--- src/rtl/div_pkg.sv ---
// -----------------------------------------------------------------------------
// div_pkg
// Shared definitions for the sequential restoring divider.
//   DIV_SIZE_DEF : default operand width (dividend/quotient are twice this)
//   div_state_e  : controller states IDLE -> RUN -> DONE -> IDLE
// -----------------------------------------------------------------------------
package div_pkg;

    localparam int DIV_SIZE_DEF = 8;

    typedef enum logic [1:0] {
        IDLE = 2'd0,
        RUN  = 2'd1,
        DONE = 2'd2
    } div_state_e;

endpackage : div_pkg

--- src/rtl/div_if.sv ---
// -----------------------------------------------------------------------------
// div_if
// Start/done handshake and operand/result bus of the divider.
//   start, dividend[2*SIZE], divisor[SIZE]         : requester -> divider
//   busy, done, quotient[2*SIZE], remainder[SIZE],
//   div_zero, ovf (only with DIV_OVF_FLAG_EN)       : divider -> requester
// Modports: master (requester side), slave (divider side).
// Optional feature macro: DIV_OVF_FLAG_EN adds the ovf signal.
// -----------------------------------------------------------------------------
interface div_if
    import div_pkg::*;
#(
    parameter int SIZE = DIV_SIZE_DEF
) ();

    logic                start;
    logic [2*SIZE-1:0]   dividend;
    logic [SIZE-1:0]     divisor;
    logic                busy;
    logic                done;
    logic [2*SIZE-1:0]   quotient;
    logic [SIZE-1:0]     remainder;
    logic                div_zero;
`ifdef DIV_OVF_FLAG_EN
    logic                ovf;

    modport master (
        output start, dividend, divisor,
        input  busy, done, quotient, remainder, div_zero, ovf
    );

    modport slave (
        input  start, dividend, divisor,
        output busy, done, quotient, remainder, div_zero, ovf
    );
`else
    modport master (
        output start, dividend, divisor,
        input  busy, done, quotient, remainder, div_zero
    );

    modport slave (
        input  start, dividend, divisor,
        output busy, done, quotient, remainder, div_zero
    );
`endif

endinterface : div_if

--- src/rtl/div_step.sv ---
// -----------------------------------------------------------------------------
// div_step
// One combinational restoring-division iteration.
//   rem      in  SIZE+1  current partial remainder
//   din      in  1       next dividend bit (MSB first)
//   divisor  in  SIZE    divisor
//   rem_next out SIZE+1  partial remainder after this iteration
//   qbit     out 1       quotient bit produced by this iteration
// -----------------------------------------------------------------------------
module div_step
    import div_pkg::*;
#(
    parameter int SIZE = DIV_SIZE_DEF
) (
    input  logic [SIZE:0]   rem,
    input  logic            din,
    input  logic [SIZE-1:0] divisor,
    output logic [SIZE:0]   rem_next,
    output logic            qbit
);

    logic [SIZE:0] shifted_s;
    logic [SIZE:0] diff_s;

    // Shift in the next dividend bit and subtract when the divisor fits.
    // The partial remainder stays below the divisor, so its top bit is
    // normally clear; if it were set, the shifted value would certainly
    // exceed the divisor, hence the OR into the compare.
    always_comb begin
        shifted_s = {rem[SIZE-1:0], din};
        diff_s    = shifted_s - {1'b0, divisor};
        if (rem[SIZE] || (shifted_s >= {1'b0, divisor})) begin
            qbit     = 1'b1;
            rem_next = diff_s;
        end else begin
            qbit     = 1'b0;
            rem_next = shifted_s;
        end
    end

endmodule : div_step

--- src/rtl/div_seq.sv ---
// -----------------------------------------------------------------------------
// div_seq
// Sequential unsigned restoring divider, one quotient bit per clock.
//   clk    in  rising-edge clock
//   rst_n  in  asynchronous active-low reset
//   bus    div_if.slave: start/dividend/divisor in; busy/done/quotient/
//          remainder/div_zero (and ovf) out, all registered.
// A start seen in IDLE is accepted; divide-by-zero finishes in one cycle,
// otherwise done pulses 2*SIZE cycles after accept.
// Optional feature macro: DIV_OVF_FLAG_EN (quotient-wider-than-SIZE flag).
// -----------------------------------------------------------------------------
module div_seq
    import div_pkg::*;
#(
    parameter int SIZE = DIV_SIZE_DEF
) (
    input  logic  clk,
    input  logic  rst_n,
    div_if.slave  bus
);

    localparam int               CNT_W    = $clog2(2*SIZE);
    localparam logic [CNT_W-1:0] CNT_LAST = CNT_W'(2*SIZE-1);

    div_state_e          state_r;
    div_state_e          state_next_s;

    logic                accept_s;
    logic                run_s;
    logic                last_s;
    logic                zero_s;
    logic                busy_next_s;
    logic                done_next_s;

    logic [CNT_W-1:0]    cnt_r;
    logic [2*SIZE-1:0]   dvd_r;
    logic [SIZE-1:0]     dvs_r;
    logic [SIZE:0]       rem_r;
    logic [2*SIZE-2:0]   quo_r;

    logic [SIZE:0]       rem_next_s;
    logic                qbit_s;
    logic [2*SIZE-1:0]   quo_shift_s;

    logic                busy_r;
    logic                done_r;
    logic [2*SIZE-1:0]   quotient_r;
    logic [SIZE-1:0]     remainder_r;
    logic                div_zero_r;

    assign zero_s      = (bus.divisor == {SIZE{1'b0}});
    assign quo_shift_s = {quo_r, qbit_s};

    div_step #(.SIZE(SIZE)) u_step (
        .rem      (rem_r),
        .din      (dvd_r[2*SIZE-1]),
        .divisor  (dvs_r),
        .rem_next (rem_next_s),
        .qbit     (qbit_s)
    );

    // State register.
    always_ff @(posedge clk or negedge rst_n) begin
        if (!rst_n) begin
            state_r <= IDLE;
        end else begin
            state_r <= state_next_s;
        end
    end

    // Next-state logic: zero divisor skips the iteration phase.
    always_comb begin
        state_next_s = state_r;
        case (state_r)
            IDLE: begin
                if (bus.start) begin
                    if (zero_s) begin
                        state_next_s = DONE;
                    end else begin
                        state_next_s = RUN;
                    end
                end else begin
                    state_next_s = IDLE;
                end
            end
            RUN: begin
                if (cnt_r == CNT_LAST) begin
                    state_next_s = DONE;
                end else begin
                    state_next_s = RUN;
                end
            end
            DONE:    state_next_s = IDLE;
            default: state_next_s = IDLE;
        endcase
    end

    // Control decode; busy/done are registered copies of the next state.
    always_comb begin
        accept_s = 1'b0;
        run_s    = 1'b0;
        last_s   = 1'b0;
        case (state_r)
            IDLE:    accept_s = bus.start;
            RUN: begin
                run_s  = 1'b1;
                last_s = (cnt_r == CNT_LAST);
            end
            DONE:    accept_s = 1'b0;
            default: accept_s = 1'b0;
        endcase
        busy_next_s = (state_next_s != IDLE);
        done_next_s = (state_next_s == DONE);
    end

    // Handshake output registers.
    always_ff @(posedge clk or negedge rst_n) begin
        if (!rst_n) begin
            busy_r <= 1'b0;
            done_r <= 1'b0;
        end else begin
            busy_r <= busy_next_s;
            done_r <= done_next_s;
        end
    end

    // Datapath: operand capture, MSB-first iteration, result registers.
    always_ff @(posedge clk or negedge rst_n) begin
        if (!rst_n) begin
            cnt_r       <= {CNT_W{1'b0}};
            dvd_r       <= {(2*SIZE){1'b0}};
            dvs_r       <= {SIZE{1'b0}};
            rem_r       <= {(SIZE+1){1'b0}};
            quo_r       <= {(2*SIZE-1){1'b0}};
            quotient_r  <= {(2*SIZE){1'b0}};
            remainder_r <= {SIZE{1'b0}};
            div_zero_r  <= 1'b0;
        end else if (accept_s) begin
            cnt_r      <= {CNT_W{1'b0}};
            dvd_r      <= bus.dividend;
            dvs_r      <= bus.divisor;
            rem_r      <= {(SIZE+1){1'b0}};
            quo_r      <= {(2*SIZE-1){1'b0}};
            div_zero_r <= zero_s;
            // Divide-by-zero results are known at accept and published
            // alongside the done pulse that follows.
            if (zero_s) begin
                quotient_r  <= {(2*SIZE){1'b1}};
                remainder_r <= bus.dividend[SIZE-1:0];
            end else begin
                quotient_r  <= quotient_r;
                remainder_r <= remainder_r;
            end
        end else if (run_s) begin
            cnt_r <= cnt_r + {{(CNT_W-1){1'b0}}, 1'b1};
            dvd_r <= {dvd_r[2*SIZE-2:0], 1'b0};
            rem_r <= rem_next_s;
            quo_r <= quo_shift_s[2*SIZE-2:0];
            if (last_s) begin
                quotient_r  <= quo_shift_s;
                remainder_r <= rem_next_s[SIZE-1:0];
            end else begin
                quotient_r  <= quotient_r;
                remainder_r <= remainder_r;
            end
        end else begin
            cnt_r <= cnt_r;
        end
    end

`ifdef DIV_OVF_FLAG_EN
    logic ovf_acc_s;
    logic ovf_pend_r;
    logic ovf_r;

    // Quotient exceeds SIZE bits exactly when the upper dividend half
    // is not smaller than the divisor.
    assign ovf_acc_s = !zero_s && (bus.dividend[2*SIZE-1:SIZE] >= bus.divisor);

    // Overflow flag: evaluated at accept, published with the quotient.
    always_ff @(posedge clk or negedge rst_n) begin
        if (!rst_n) begin
            ovf_pend_r <= 1'b0;
            ovf_r      <= 1'b0;
        end else if (accept_s) begin
            ovf_pend_r <= ovf_acc_s;
            if (zero_s) begin
                ovf_r <= 1'b0;
            end else begin
                ovf_r <= ovf_r;
            end
        end else if (last_s) begin
            ovf_r <= ovf_pend_r;
        end else begin
            ovf_r <= ovf_r;
        end
    end

    assign bus.ovf = ovf_r;
`endif

    assign bus.busy      = busy_r;
    assign bus.done      = done_r;
    assign bus.quotient  = quotient_r;
    assign bus.remainder = remainder_r;
    assign bus.div_zero  = div_zero_r;

endmodule : div_seq
--- src/flat_wrapper.sv ---
// flat-port wrapper written by rule: the top's interface ports become plain ports
module div_seq_flat import div_pkg::*;
#(
    parameter int SIZE = DIV_SIZE_DEF
)
  (clk, rst_n, bus_start, bus_dividend, bus_divisor, bus_busy, bus_done, bus_quotient, bus_remainder, bus_div_zero);
  div_if #(.SIZE(SIZE)) bus_i ();
  input  logic clk;
  input  logic rst_n;
  input wire logic [$bits(bus_i.start)-1:0] bus_start;
  input wire logic [$bits(bus_i.dividend)-1:0] bus_dividend;
  input wire logic [$bits(bus_i.divisor)-1:0] bus_divisor;
  output wire logic [$bits(bus_i.busy)-1:0] bus_busy;
  output wire logic [$bits(bus_i.done)-1:0] bus_done;
  output wire logic [$bits(bus_i.quotient)-1:0] bus_quotient;
  output wire logic [$bits(bus_i.remainder)-1:0] bus_remainder;
  output wire logic [$bits(bus_i.div_zero)-1:0] bus_div_zero;
  assign bus_i.start = bus_start;
  assign bus_i.dividend = bus_dividend;
  assign bus_i.divisor = bus_divisor;
  assign bus_busy = bus_i.busy;
  assign bus_done = bus_i.done;
  assign bus_quotient = bus_i.quotient;
  assign bus_remainder = bus_i.remainder;
  assign bus_div_zero = bus_i.div_zero;
  div_seq #(.SIZE(SIZE)) u_core (.clk(clk), .rst_n(rst_n), .bus(bus_i));
endmodule
--- config.mk ---
export PLATFORM = sky130hd
export DESIGN_NAME = div_seq_flat
export DESIGN_NICKNAME = d
export VERILOG_FILES = /design/src/rtl/div_pkg.sv /design/src/rtl/div_if.sv /design/src/rtl/div_step.sv /design/src/rtl/div_seq.sv /design/src/flat_wrapper.sv
export SDC_FILE = /design/constraint.sdc
export NUM_CORES = 1
export LEC_CHECK = 0
export CORE_MARGIN = 8
export CORE_UTILIZATION = 45
export CTS_CLUSTER_DIAMETER = 120
export DETAILED_ROUTE_END_ITERATION = 10
export MAX_ROUTING_LAYER = met4
export PLACE_DENSITY = 0.76
export SETUP_SLACK_MARGIN = 0.1
export SKIP_LAST_GASP = 1
export SLEW_MARGIN = 20
export SYNTH_ARGS = -nofsm -noshare
export SYNTH_HDL_FRONTEND = slang
export SYNTH_SLANG_ARGS = --single-unit
--- constraint.sdc ---
create_clock -name clk -period 3.7 [get_ports clk]
set_clock_uncertainty 0.15 [all_clocks]
set_input_delay 0.555 -clock clk [delete_from_list [all_inputs] [get_ports clk]]
set_output_delay 0.555 -clock clk [all_outputs]
set_load 0.005 [all_outputs]
==> flow_summary.toml, run 1 <==
[run_status]
outcome = "complete, no violations"

[synthesis]
synth_fp_nets = 449
ys_async_sr_fraction = 1.000
ys.flop_type = "dfrtp_1"
yosys.area.top_type = "dfrtp_1"
ys_types = 46
synth.cell_area_sq_um = 3831
syn_avg_cell_area_sq_um = 9.299
synth-edff-count = 0
synthCells = 412
synth_seq_cells = 81
yosysWarnings = 0
ys_top_cells_by_area = "dfrtp_1 53%, nand2_1 9.8%, o21ai_0 4.3%, nand3_1 3.5%, a22oi_1 3.1%"
synth_top_area_frac = 0.5291
seq_area_frac_synth = 0.5291

[grt]
grt_max_degree = 82
antenna_found_initial = 0
grt_usage = 0.1642
grt_pass1_vias = 3079
grt_pass1_wl_mm = 15.15
overflow = 0

[detailed_routing]
drt_iter0_drc = 262
finalWirelength_mm = 8.832
drc = 0
avgViaCountPerCell = 5.496
dr.pass1.iters = 5
post_drt_wl_per_cell_um = 15.55
postRouteAntennaNets = 0
vias = 3122

[final_layout]
drive_gt1_frac = 0.07559
num_antenna_cells = 0
syn_to_final_growth_pct = 20.02
fin_cells = 568
mostFrequentLayoutCells = "100 x nand2_1, 81 x dfrtp_1, 52 x clkdlybuf4s50_1, 33 x o21ai_0, 27 x nand3_1"
fin_nets = 495
layout_commonest_cell = "nand2_1"

[critical_path]
cp-end-kind = "flip-flop"
cp_slowest_cell = "dfrtp_1"
crit_buf_inv = 1
crit_chain = "nor2b_2 > buf_4 > nand2_1 > nand2_2 > o22ai_1 > a31oi_1"
path_delay_family = "simple AND/OR/NAND/NOR gates"
r2r-start = "u_core.state_r[0]$_DFF_PN0_"
reg2reg_depth = 6
max_stage_delay_ns = 0.55
start_kind = "flip-flop"
required_ns = 3.81
crit_type = "flip-flop to flip-flop"
r2r_end = "u_core.bus.remainder[4]$_DFFE_PN0P_"
crit_fanout = 18
regToRegSetupSlack_ns = 1.18
cp-startpoint = "u_core.state_r[0]$_DFF_PN0_"
worst-endpoint-arrival_ns = 2.63

[timing]
slew_headroom = 0.4842
worst_pin_slew_ns = 0.7708
fin_crit_ns = 2.522
worst_slack_ns = 1.178
rsz0062_at_grt = "false"
hold_viol = 0
clock.fmax_mhz = 396.5
setup-tns-final_ns = 0
min_period_over_period = 0.6817
report.final.slew_viol_count = 0
setup_viol = 0

[floorplanning]
io_pins = 54
dieArea_sq_um = 11720
die_h_um = 108.3
core_area_sq_um = 8217
fp.dieW_um = 108.3
rows = 33
initial_core_util = 0.4663

[clocking]
ctsHoldBuffers = 0
cts-htree-levels = 3
root_buffer = "clkbuf_8"
clock-sinks = 81
cts_buffers = 9
cts_tree = "done"
clkTransAtPathRegs_ns = 0.08
post-cts-setup-buffers = 0
clk-insertion-delay-late_ns = 0.35
cts_buffer_depth = 2
cts_resized = 0

[pwr]
p_per_area_nw_per_um2 = 912.1
max-vdd-ir-drop_mv = 0.3810
p_leak_nw = 2.014
power_mw = 4.194

[run]
cap_viol_max_count = 0

[placement]
placed_cells = 552
port_buffers = 53
dp_hpwl_mm = 6.239
gp_congestion = 0.8691
place_worst_setup_slack_ns = 0.9176

[hold_path]
min_path_type = "input port to async pin"
==> how the worst max path moves through the flow <==
stage,slack (ns),end,cells after the start
floorplan,1.72,u_core.bus.remainder[6]$_DFFE_PN0P_,8
global placement,0.98,u_core.rem_r[7]$_DFFE_PN0P_,7
detailed placement,0.92,u_core.rem_r[7]$_DFFE_PN0P_,5
CTS,1.16,u_core.bus.remainder[4]$_DFFE_PN0P_,6
global route,0.97,u_core.bus.remainder[4]$_DFFE_PN0P_,6
finish,1.18,u_core.bus.remainder[4]$_DFFE_PN0P_,6
==> cell type report <==
cell class / instances / area (sq um)
Tap cell: 105 / 131.4
Inverter: 13 / 48.80
Timing Repair Buffer: 59 / 576.8
Fill cell: 723 / 3618
Clock inverter: 7 / 52.55
Multi-Input combinational cell: 294 / 1638
Sequential cell: 81 / 2027
Clock buffer: 9 / 123.9
==> where the power goes <==
| part | switching (mW) | internal, mW |
|---|---|---|
| registers | 0.271 | 1.28 |
| logic | 1.11 | 0.937 |
| clock network | 0.342 | 0.248 |
==> sequential cells by signal (all words and copies together), names as in the netlist <==
name,flops
u_core.bus.busy,1
u_core.bus.div_zero,1
u_core.bus.done,1
u_core.state_r,2
u_core.quo_r,15
u_core.bus.quotient,16
u_core.rem_r,9
u_core.bus.remainder,8
u_core.cnt_r,4
u_core.dvs_r,8
u_core.dvd_r,16
==> logic make-up after synthesis <==
| group | after synthesis | synth area share |
|---|---|---|
| compound gates | 116 | 0.1901 |
| xor+xnor | 3 | 0.006860 |
| fa+ha+maj | 10 | 0.03462 |
| buf+inv | 37 | 0.04409 |
| flops | 81 | 0.5291 |
| mux | 1 | 0.002939 |
| simple gates | 164 | 0.1924 |
==> cells in the mapped netlist, drive strengths merged, types with 3 or more instances <==
cell and instances:
dfrtp 81, nand4 3, nand2b 4, ha 9, a22oi 16, a21o 3
nand2 101, o21ai 51, a31oi 12, a21oi 12, nor2 9, nand3 27
inv 13, buf 17, nor2b 10, a211oi 4, clkbuf 7, o22ai 7
==> stage by stage <==
step           utilization  cell area [sq um]  hold slack [ns]
2_1_floorplan            -               3831           0.1094
3_3_place_gp        0.5377               4418           0.3106
3_5_place_dp        0.5377               4418           0.3133
4_1_cts             0.5592               4594           0.2615
5_1_grt             0.5596               4598           0.1238
6_report            0.5596               4598          0.06149
==> metal layers <==
layer	vias to the layer above	wire, um	global-route usage
met5	-	0	-
met4	0	104	0.05279
met3	7	476	0.03629
met2	84	4007	0.2402
met1	1500	4244	0.2215
li1	1531	-	-
Note: power is estimated with default switching activity, not from simulation.
==> inputs of run 2 (changes only) <==
Settings changed: PLACE_DENSITY 0.76 to 0.78.
Clock period 3.7 ns to 2.1 ns, I/O delays scaled along.
==> flow_summary.toml, run 2 (synthesized netlist as in run 1, its figures left out) <==
[run_status]
outcome = "complete, no violations"

[detailed_routing]
wl_met3_um = 497
avgViaCountPerCell = 5.661
drt_iter0_drc = 224
wl_met2_mm = 4.856
drc = 0
finalWirelength_mm = 10.02
postRouteAntennaNets = 0
dr.pass1.iters = 5
top_layer = "met4"
post_drt_wl_per_cell_um = 16.49
met1_length_mm = 4.484
vias = 3442

[clocking]
clock-sinks = 81
cts_buffer_depth = 2
clkTransAtPathRegs_ns = 0.08
cts_tree = "done"
clk-insertion-delay-late_ns = 0.35
cts_buffers = 9
root_buffer = "clkbuf_8"
cts-htree-levels = 3

[critical_path]
required_ns = 2.21
cp-end-kind = "flip-flop"
max_stage_delay_ns = 0.44
worst-endpoint-arrival_ns = 2.21
crit_chain = "ha_4 > nor2_4 > a211oi_4 > o211ai_4 > a211o_1 > a31oi_1"
crit_buf_inv = 0
start_kind = "flip-flop"
cp_slowest_cell = "dfrtp_1"
crit_type = "flip-flop to flip-flop"
path_delay_family = "compound AO/OA/AOI/OAI gates"
crit_fanout = 5

[timing]
fin_crit_ns = 2.095
report.final.slew_viol_count = 0
clock.fmax_mhz = 477.4
hold_viol = 0
setup_viol = 0
min_period_over_period = 0.9975
worst_pin_slew_ns = 0.6635
rsz0062_at_grt = "true"
slew_headroom = 0.5577

[pwr]
p_per_area_nw_per_um2 = 1742
p_leak_nw = 2.255
max-vdd-ir-drop_mv = 0.8485

[final_layout]
syn_to_final_growth_pct = 35.21
fin_cells = 608
layout_commonest_cell = "nand2_1"
final_cell_area_sq_um = 5180
final_core_util = 0.6304
drive_gt1_frac = 0.2107
num_antenna_cells = 0
mostFrequentLayoutCells = "99 x nand2_1, 79 x dfrtp_1, 52 x clkdlybuf4s50_1, 41 x buf_4, 32 x o21ai_0"
fin_nets = 535

[floorplanning]
die_h_um = 108.3
fp.dieW_um = 108.3
core_area_sq_um = 8217
dieArea_sq_um = 11720
initial_core_util = 0.4663
io_pins = 54
rows = 33

[placement]
placed_cells = 588
gp_congestion = 0.9263
port_buffers = 53
dp_hpwl_mm = 6.963
place_area_sq_um = 4713

[run]
cap_viol_max_count = 0

[grt]
overflow = 0
grt_pass1_wl_mm = 16.42
grt_max_degree = 45
grt_pass1_vias = 3475
antenna_found_initial = 0
grt_usage = 0.1813

[hold_path]
min_path_type = "flip-flop to flip-flop"
## run 2: changes by cell type in the layout (fill, tap and decap cells not counted), sizes merged
cell         previous run  this run
clkinvlp                1         2
buf                     7        46
bufinv                  0         1
dlygate4sd3             0         1
clkinv                  4         2
## run 2: worst paths after layout
check                           cells after the start                            to                          from  slack, ns
min in group asynchronous                           2     u_core.bus.busy$_DFF_PN0_                         rst_n       0.38
worst max register to register                      6   u_core.rem_r[4]$_DFFE_PN0P_   u_core.rem_r[1]$_DFFE_PN0P_      0.005
worst max-delay path                                6   u_core.rem_r[4]$_DFFE_PN0P_   u_core.rem_r[1]$_DFFE_PN0P_      0.005
worst min register to register                      2  u_core.dvd_r[12]$_DFFE_PN0P_  u_core.dvd_r[12]$_DFFE_PN0P_       0.33
worst min-delay path                                2  u_core.dvd_r[12]$_DFFE_PN0P_  u_core.dvd_r[12]$_DFFE_PN0P_       0.33
max in group asynchronous                           3   u_core.dvd_r[5]$_DFFE_PN0P_                         rst_n       0.81
## run 2: layout make-up
type | instances | area [sq um]
Multi-Input combinational cell | 294 | 1856
Timing Repair Buffer | 99 | 912.1
Fill cell | 643 | 3037
Clock inverter | 7 | 78.83
Inverter | 13 | 48.80
Clock buffer | 9 | 123.9
Tap cell | 105 | 131.4
Sequential cell | 81 | 2029
## run 2: per-stage QoR
stage / worst slack, ns / total power, mW / setup TNS [ns] / hold WS, ns
floorplan: 0.1195 / 5.199 / 0 / -0.1306
global placement: 0.03022 / 6.693 / 0 / 0.2061
detailed placement: -0.02988 / 6.813 / -0.06595 / 0.2176
CTS: 0.08405 / 8.608 / 0 / 0.3390
global route: -0.06208 / 9.640 / -0.2143 / 0.3643
finish: 0.005308 / 9.024 / 0 / 0.3338
## run 2: power by group
part           internal [mW]  leakage, nW  switching, mW
Clock                  0.561       0.0977          0.598
Combinational           2.55         1.19           2.55
Sequential              2.26        0.965          0.500
## run 2: routing by layer
metal	track usage	vias up
met1	0.2246	1708
li1	-	1607
met5	-	-
met2	0.2895	108
met3	0.03331	19
met4	0.06745	0
## run 2: timing repair
item,4_1_cts,5_1_grt
hold buffers,1,0
gates resized for setup,25,18
setup buffers,2,1
endpoints found under the setup margin,17,17
pin swaps,9,16
endpoints found under the hold margin,41,0
## run 2: worst register-to-register path, stage by stage (launching register included)
cell and delay (ns):
dfrtp_1 0.44, ha_4 0.33, nor2_4 0.05, a211oi_4 0.36, o211ai_4 0.16, a211o_1 0.32
a31oi_1 0.21
==> inputs of run 3 (changes only) <==
Settings changed: RECOVER_POWER set to 25.
==> flow_summary.toml, run 3 (synthesized netlist as in run 1, its figures left out) <==
[run_status]
outcome = "finished, violations left"
violations = "negative setup slack"

[critical_path]
crit_chain = "ha_4 > nor2_4 > a211oi_4 > o211ai_4 > a211o_1 > a31oi_1"
crit_type = "flip-flop to flip-flop"
worst-endpoint-arrival_ns = 2.22
cp_slowest_cell = "dfrtp_1"
required_ns = 2.21
crit_fanout = 5
max_stage_delay_ns = 0.44
regToRegSetupSlack_ns = -0.008
r2r-start = "u_core.rem_r[1]$_DFFE_PN0P_"
start_kind = "flip-flop"
reg2reg_depth = 6
r2r_end = "u_core.rem_r[4]$_DFFE_PN0P_"
cp-end-kind = "flip-flop"

[final_layout]
syn_to_final_growth_pct = 34.81
fin_nets = 535
drive_gt1_frac = 0.2107
final_cell_area_sq_um = 5165
mostFrequentLayoutCells = "99 x nand2_1, 79 x dfrtp_1, 52 x clkdlybuf4s50_1, 40 x buf_4, 32 x o21ai_0"
n_fill_cell = 645
fin_cells = 608
layout_commonest_cell = "nand2_1"
num_antenna_cells = 0

[grt]
antenna_found_initial = 0
overflow = 0
grt_usage = 0.1813
grt_pass1_wl_mm = 16.42
grt_max_degree = 45
grt_pass1_vias = 3475

[timing]
hold_viol = 0
slew_headroom = 0.2343
worst_pin_slew_ns = 1.149
fin_crit_ns = 2.108
clock.fmax_mhz = 474.3
rsz0062_at_grt = "true"
min_period_over_period = 1.004
worst_slack_ns = -0.008308
report.final.slew_viol_count = 0
setup_viol = 1

[placement]
gp_congestion = 0.9263
placed_cells = 588
dp_hpwl_mm = 6.963
place_area_sq_um = 4713
port_buffers = 53

[floorplanning]
dieArea_sq_um = 11720
fp.dieW_um = 108.3
rows = 33
die_h_um = 108.3
core_area_sq_um = 8217
initial_core_util = 0.4663
io_pins = 54

[clocking]
cts-htree-levels = 3
cts_buffer_depth = 2
root_buffer = "clkbuf_8"
cts_buffers = 9
clock-sinks = 81
clk-insertion-delay-late_ns = 0.35
cts_tree = "done"
clkTransAtPathRegs_ns = 0.08

[detailed_routing]
drt_iter0_drc = 228
postRouteAntennaNets = 0
finalWirelength_mm = 10.03
post_drt_wl_per_cell_um = 16.50
dr.pass1.iters = 4
drc = 0
avgViaCountPerCell = 5.661
vias = 3442

[hold_path]
holdPathEnd = "u_core.dvd_r[12]$_DFFE_PN0P_"
min_path_type = "flip-flop to flip-flop"
min-delay-start = "u_core.dvd_r[12]$_DFFE_PN0P_"
min_path_cells = 2

[pwr]
power_mw = 9.030
p_per_area_nw_per_um2 = 1748
max-vdd-ir-drop_mv = 0.8489
p_leak_nw = 2.249

[run]
cap_viol_max_count = 0
==> run 3: worst max-delay path, delay by kind of cell, from the launching register on <==
kind                     cells  cell delay [ns]
AO/OA/AOI/OAI                4             1.04
adder cells (fa/ha/maj)      1             0.33
flip-flops                   1             0.44
AND/OR/NAND/NOR              1             0.05
==> run 3: report_power, final <==
part | switching (mW) | leakage (nW) | total (mW) | internal (mW)
registers | 0.500 | 0.965 | 2.76 | 2.26
logic | 2.56 | 1.19 | 5.11 | 2.54
clock network | 0.598 | 0.0977 | 1.16 | 0.561
total | 3.66 | 2.25 | 9.03 | 5.37
==> run 3: stage by stage <==
stage,utilization,TNS [ns],setup WS (ns),hold WS (ns)
5_1_grt,0.6286,-0.5764,-0.06208,0.3643
3_5_place_dp,0.5736,-0.06595,-0.02988,0.2176
3_3_place_gp,0.5736,0,0.03022,0.2061
6_report,0.6286,-0.008308,-0.008308,0.3344
4_1_cts,0.6199,0,0.08405,0.3390
2_1_floorplan,-,0,0.1195,-0.1306
==> run 3: worst max path at each step <==
stage / from / endpoint / slack [ns] / cells after the start
finish: u_core.rem_r[1]$_DFFE_PN0P_ / u_core.rem_r[4]$_DFFE_PN0P_ / -0.008 / 6
global route: u_core.rem_r[1]$_DFFE_PN0P_ / u_core.rem_r[4]$_DFFE_PN0P_ / -0.06 / 6
CTS: u_core.dvd_r[15]$_DFFE_PN0P_ / u_core.rem_r[6]$_DFFE_PN0P_ / 0.08 / 8
detailed placement: u_core.rem_r[5]$_DFFE_PN0P_ / u_core.bus.remainder[7]$_DFFE_PN0P_ / -0.03 / 6
global placement: u_core.dvd_r[15]$_DFFE_PN0P_ / u_core.bus.remainder[6]$_DFFE_PN0P_ / 0.03 / 8
floorplan: u_core.dvd_r[15]$_DFFE_PN0P_ / u_core.bus.remainder[6]$_DFFE_PN0P_ / 0.12 / 8
==> run 3: final cells by class <==
class,count,area (sq um),area share
multi-input cells,294,1856,0.3593
clock buffers,9,123.9,0.02398
flip-flops and latches,81,2029,0.3929
inverters,13,48.80,0.009448
well taps,105,131.4,0.02544
clock inverters,7,78.83,0.01526
repair buffers,99,897.1,0.1737
==> run 3: per-layer routing <==
metal	global-route usage	routed length [um]	vias up
met5	-	0	-
met4	0.06745	190	0
met3	0.03331	499	21
met2	0.2895	4849	103
met1	0.2246	4492	1710
li1	-	-	1608
==> run 3: what timing repair did <==
action                                  CTS  global route
hold buffers                              1             0
buffers inserted                          2             1
resized for setup                        25            18
endpoints found under the hold margin    41             0
endpoints found under the setup margin   17            17
pin swaps                                 9            16
